[src/rtl/geared_collect_scheduler_pkg.sv]
`default_nettype none
// ============================================================================
// Module      : geared_collect_scheduler_pkg
// Description : Shared constants for the geared collect scheduler and its
//               phase counter.
// Revision    : 1.0 - initial release
// ============================================================================
package geared_collect_scheduler_pkg;

    // Smallest gear ratio that yields a distinct last-cycle strobe.
    localparam int c_MIN_GEAR_RATIO = 2;

endpackage : geared_collect_scheduler_pkg
`default_nettype wire

[src/rtl/geared_phase_counter.sv]
`default_nettype none
// ============================================================================
// Module      : geared_phase_counter
// Description : Gear phase register with wrap, realignment and a strobe for
//               the last fast cycle of each geared period.
// Revision    : 1.0 - initial release
// ============================================================================
module geared_phase_counter
    import geared_collect_scheduler_pkg::*;
#(
    parameter int GEAR_RATIO = 2
) (
    input  logic                          clk_i,
    input  logic                          rst_ni,
    input  logic                          clr_i,
    input  logic                          sync_i,
    output logic [$clog2(GEAR_RATIO)-1:0] phase_o,
    output logic                          last_o
);

    localparam int                 c_IDX_W = $clog2(GEAR_RATIO);
    localparam logic [c_IDX_W-1:0] c_LAST  = c_IDX_W'(GEAR_RATIO - 1);

    if (GEAR_RATIO < c_MIN_GEAR_RATIO) begin : g_ratio_check
        $fatal(1, "geared_phase_counter: GEAR_RATIO must be at least 2");
    end

    logic [c_IDX_W-1:0] r_phase;
    logic [c_IDX_W-1:0] w_phase_next;

    // Next phase: realignment forces zero, otherwise increment and wrap.
    always_comb begin
        w_phase_next = r_phase + c_IDX_W'(1);
        if (sync_i || (r_phase == c_LAST)) begin
            w_phase_next = '0;
        end
    end

    // Phase register; a clear also lands on phase 0.
    always_ff @(posedge clk_i or negedge rst_ni) begin
        if (!rst_ni) begin
            r_phase <= '0;
        end else if (clr_i) begin
            r_phase <= '0;
        end else begin
            r_phase <= w_phase_next;
        end
    end

    assign phase_o = r_phase;
    assign last_o  = (r_phase == c_LAST);

endmodule : geared_phase_counter
`default_nettype wire

[src/rtl/geared_collect_scheduler.sv]
`default_nettype none
// ============================================================================
// Module      : geared_collect_scheduler
// Description : Sequencer for the geared-to-narrow collector: gear phase,
//               round-robin one-hot lane select held under backpressure, and
//               a sticky overrun flag for lanes lost at reload.
// Revision    : 1.0 - initial release
// ============================================================================
module geared_collect_scheduler
    import geared_collect_scheduler_pkg::*;
#(
    parameter int GEAR_RATIO = 2
) (
    input  logic                          clk_i,
    input  logic                          rst_ni,
    input  logic                          clr_i,
    input  logic                          gear_sync_i,
    input  logic [GEAR_RATIO-1:0]         valid_i,
    input  logic                          ready_i,
    output logic [$clog2(GEAR_RATIO)-1:0] phase_o,
    output logic                          last_cycle_o,
    output logic [GEAR_RATIO-1:0]         selected_o,
    output logic                          overrun_o,
    output logic                          idle_o
);

    localparam int                    c_IDX_W = $clog2(GEAR_RATIO);
    localparam logic [c_IDX_W-1:0]    c_LAST  = c_IDX_W'(GEAR_RATIO - 1);
    localparam logic [GEAR_RATIO-1:0] c_ONE   = GEAR_RATIO'(1);

    if (GEAR_RATIO < c_MIN_GEAR_RATIO) begin : g_ratio_check
        $fatal(1, "geared_collect_scheduler: GEAR_RATIO must be at least 2");
    end

    logic [GEAR_RATIO-1:0]   r_sel;
    logic [c_IDX_W-1:0]      r_ptr;
    logic                    r_overrun;

    logic                    w_busy;
    logic                    w_hs;
    logic                    w_hold;
    logic [GEAR_RATIO-1:0]   w_mask;
    logic [GEAR_RATIO-1:0]   w_ge_ptr;
    logic [2*GEAR_RATIO-1:0] w_dbl;
    logic                    w_found;
    logic [c_IDX_W-1:0]      w_gidx;
    logic [GEAR_RATIO-1:0]   w_grant;
    logic [c_IDX_W-1:0]      w_ptr_next;

    geared_phase_counter #(
        .GEAR_RATIO (GEAR_RATIO)
    ) u_phase (
        .clk_i   (clk_i),
        .rst_ni  (rst_ni),
        .clr_i   (clr_i),
        .sync_i  (gear_sync_i),
        .phase_o (phase_o),
        .last_o  (last_cycle_o)
    );

    // A pending beat on the selected lane either hands off or stalls.
    assign w_busy = |(r_sel & valid_i);
    assign w_hs   = w_busy & ready_i;
    assign w_hold = w_busy & ~ready_i;

    // Lanes still wanting service once this cycle's handshake is accounted.
    assign w_mask = valid_i & ~(w_hs ? r_sel : '0);

    // Lanes at or above the round-robin base get first pick.
    always_comb begin
        w_ge_ptr = '0;
        for (int i = 0; i < GEAR_RATIO; i++) begin
            w_ge_ptr[i] = (i >= int'(r_ptr));
        end
    end

    // Upper copy catches the wrap-around once the lanes above the base are empty.
    assign w_dbl = {w_mask, w_mask & w_ge_ptr};

    // Lowest set bit of the doubled vector, folded back to a lane index.
    always_comb begin
        w_found = 1'b0;
        w_gidx  = '0;
        for (int i = 2 * GEAR_RATIO - 1; i >= 0; i--) begin
            if (w_dbl[i]) begin
                w_found = 1'b1;
                if (i >= GEAR_RATIO) begin
                    w_gidx = c_IDX_W'(i - GEAR_RATIO);
                end else begin
                    w_gidx = c_IDX_W'(i);
                end
            end
        end
        w_grant    = w_found ? (c_ONE << w_gidx) : '0;
        w_ptr_next = (w_gidx == c_LAST) ? '0 : (w_gidx + c_IDX_W'(1));
    end

    // Selection, round-robin base and sticky overrun.
    always_ff @(posedge clk_i or negedge rst_ni) begin
        if (!rst_ni) begin
            r_sel     <= '0;
            r_ptr     <= '0;
            r_overrun <= 1'b0;
        end else if (clr_i) begin
            r_sel     <= '0;
            r_ptr     <= '0;
            r_overrun <= 1'b0;
        end else begin
            if (!w_hold) begin
                r_sel <= w_grant;
                if (w_found) begin
                    r_ptr <= w_ptr_next;
                end
            end
            if (last_cycle_o && (|w_mask)) begin
                r_overrun <= 1'b1;
            end
        end
    end

    assign selected_o = r_sel;
    assign overrun_o  = r_overrun;
    assign idle_o     = (valid_i == '0) && (r_sel == '0);

endmodule : geared_collect_scheduler
`default_nettype wire

[config.mk]
export PLATFORM = sky130hd
export DESIGN_NAME = geared_collect_scheduler
export DESIGN_NICKNAME = d
export VERILOG_FILES = /design/src/rtl/geared_collect_scheduler_pkg.sv /design/src/rtl/geared_phase_counter.sv /design/src/rtl/geared_collect_scheduler.sv
export SDC_FILE = /design/constraint.sdc
export NUM_CORES = 1
export LEC_CHECK = 0
export CAP_MARGIN = 30
export CORE_AREA = 5 5 42 44
export CTS_BUF_LIST = sky130_fd_sc_hd__clkbuf_4 sky130_fd_sc_hd__clkbuf_8
export CTS_CLUSTER_DIAMETER = 200
export DETAILED_ROUTE_END_ITERATION = 6
export DIE_AREA = 0 0 47 49
export HOLD_SLACK_MARGIN = 0.05
export PLACE_DENSITY = 0.55
export SLEW_MARGIN = 20
export SYNTH_ARGS = -nofsm -noshare
export SYNTH_HDL_FRONTEND = slang
export SYNTH_SLANG_ARGS = --single-unit
[constraint.sdc]
create_clock -name clk_i -period 1.2 [get_ports clk_i]
set_input_delay 0.12 -clock clk_i [delete_from_list [all_inputs] [get_ports clk_i]]
set_output_delay 0.12 -clock clk_i [all_outputs]
set_load 0.1 [all_outputs]
==> results.json <==
{
  "status": "finished with violations",
  "violations": "negative setup slack",
  "tightest_slew_ns": 0.275,
  "power_frac_comb_pct": 40.7,
  "fin_area_um2": 647,
  "cts_tree": "built",
  "gp_congestion": 0.837,
  "clk_latency_ns": 0.25,
  "clock_skew_ns": 0.000553,
  "placed_area_um2": 558,
  "avgSynthCellArea_um2": 10.4,
  "cts_buffers": 3,
  "setup_violations": 6,
  "swShare_pct": 34.9,
  "vdd.ir_drop.worst_v": 0.000699,
  "synth_fp_nets": 33,
  "layout-drive-gt1-share_pct": 61.1,
  "power.total_mw": 0.712,
  "cts.sinks": 5,
  "io_buffers": 12,
  "pin_count": 13,
  "grt-ovfl-total": 0,
  "setup_slack_ns": -0.251,
  "relSlewSlack_pct": 81.5,
  "die_y_um": 49,
  "viasPerCell": 4.49,
  "core-area_um2": 1400,
  "timing.final.crit_share_pct": 121,
  "path_max_fanout": 2,
  "use_met2_pct": 14.9,
  "fp.dieW_um": 47,
  "worstSetupStartpointType": "flop",
  "multi_input_area_um2": 159,
  "met1_usage_pct": 9.84,
  "maxSlewViolCount": 0,
  "place_hpwl_um": 655,
  "critPathKind": "flop to output pin",
  "p_sw_mw": 0.249,
  "syn_inst": 26,
  "period_needed_ns": 1.45,
  "seq_area_frac_synth_pct": 46.3,
  "areaGrowthSynthToFinish_pct": 139,
  "drc": 0,
  "power.density_nw_per_um2": 1100,
  "hp-class": "input port to async pin",
  "leakage_nw": 0.277,
  "dieArea_um2": 2300,
  "fmax_ghz": 0.689,
  "synth-seq-cells": 5,
  "antenna_found_initial": 0,
  "cts_max_level": 1,
  "wirelength_um": 901,
  "nets": 62,
  "crit_arrival_ns": 1.33,
  "drt_iter0_drc": 3,
  "grtUsageTotal_pct": 9.07,
  "setup_tns_ns": -0.735,
  "grt_pass1_wl_um": 1510,
  "fillers": 134,
  "grt_start_max_net_pins": 6,
  "grtUsageMet3_pct": 4.43,
  "pre_cts_ws_ns": -0.273,
  "root_buffer": "clkbuf_4",
  "vias": 314,
  "pwr-share-clk_pct": 31.3,
  "maxCapViolCount": 0,
  "rsz0062_at_grt": "yes",
  "post_drt_wl_per_cell_um": 12.9,
  "sequentialPowerShare_pct": 28.0,
  "top_usage_layer": "met2",
  "clk_pin_slew_ns": 0.04,
  "p_int_mw": 0.464,
  "grt_pass1_vias": 334,
  "cts_max_path_buffers": 2,
  "postRouteAntennaNets": 0,
  "antennaDiodeCount": 0,
  "critPathCaptureType": "output pin",
  "crit_required_ns": 1.08,
  "seq_area_um2": 134,
  "initial_core_util_pct": 19.3,
  "synth_area_um2": 270,
  "row_count": 14,
  "holdBufCountCts": 0,
  "hold_violations": 0,
  "synth_cell_types": 18,
  "synth_warnings": 0,
  "first_pass_iters": 2
}
timing repair:
item / in CTS / in global routing
pin swaps: 3 / 1
endpoints found under the setup margin: 5 / 7
setup buffers: 2 / 2
endpoints found under the hold margin: 0 / 0
cloned: 0 / 0
resized for setup: 4 / 3
layer usage:
metal  up-vias  part of all wire, %
li1        153                    -
met1       155                   33
met2         4                   62
met3         2                  3.9
met4         0                 0.89
met5         -                    0
cell families (layout without fill, tap and decap cells):
| kind of cell | count (synthesis) | count (layout) | share of synthesized area (%) |
|---|---|---|---|
| AOI/OAI and AO/OA | 10 | 10 | 27.8 |
| buffers and inverters | 5 | 33 | 8.33 |
| DFF | 5 | 5 | 46.3 |
| muxes | 2 | 2 | 7.87 |
| and+or+nand+nor | 4 | 4 | 9.72 |
power groups by stage:
stage	combinational, mW	clock, mW	sequential, mW
after floorplan	0.0686	0	0.268
after global placement	0.258	0	0.202
after detailed placement	0.259	0	0.202
after CTS	0.276	0.231	0.199
after global routing	0.303	0.255	0.202
final	0.290	0.223	0.200
metrics by stage:
| step | hold WS, ns | util (%) | cells |
|---|---|---|---|
| final | 0.103 | 46.2 | 70 |
| after global routing | 0.0968 | 46.2 | 70 |
| after CTS | 0.105 | 44.1 | 68 |
| after detailed placement | 0.370 | 39.8 | 62 |
| after global placement | 0.368 | 39.8 | 62 |
| after floorplan | -0.176 | - | 26 |
placed cells by master (no fill, tap or decap), drive strengths merged, types with 2 or more instances in the layout:
cell type      netlist  routed
a21boi               2       2
clkbuf               0       4
buf                  1      19
dfrtp                5       5
inv                  4       4
clkdlybuf4s50        0       6
synth_stat cells:
library cell,n,area [µm²]
inv_1,4,15.0
mux2i_1,1,10.0
dfrtp_1,5,125
a21boi_0,2,15.0
a21oi_1,1,5.00
o2111ai_1,1,8.76
a211oi_1,1,7.51
nor3_1,1,5.00
a22oi_1,1,7.51
o221ai_1,1,8.76
nand2_1,1,3.75
o211ai_1,1,7.51
nor4_1,1,6.26
a21bo_2,1,10.0
mux2_1,1,11.3
buf_4,1,7.51
or3_4,1,11.3
o21ai_0,1,5.00
worst max-delay path, stage by stage, from the launching register on:
cell	delay, ns
dfrtp_4	0.47
buf_6	0.13
nor4_4	0.27
buf_12	0.21
flip-flops by register name, summed over array words and instances, names as in the netlist:
name and count:
selected_o 2, overrun_o 1, r_ptr 1, u_phase.last_o 1
final timing paths:
path                           startpoint             end  slack, ns  cells after the start
min reg2reg                u_phase.last_o  u_phase.last_o       0.53                      1
max reg2reg                 selected_o[1]   selected_o[0]      -0.15                      4
min in group clk_i            gear_sync_i  u_phase.last_o       0.40                      2
min                                rst_ni       overrun_o       0.10                      1
max                         selected_o[1]          idle_o      -0.25                      3
max in group asynchronous          rst_ni   selected_o[1]       0.87                      1
layout make-up:
cell class              instances  area share, %
inverters                       4           2.32
multi-input cells              16           24.6
repair buffers                 25           44.7
flip-flops and latches          5           20.7
well taps                      16           3.09
clock buffers                   4           4.64
(Power assumes the default switching activity.)
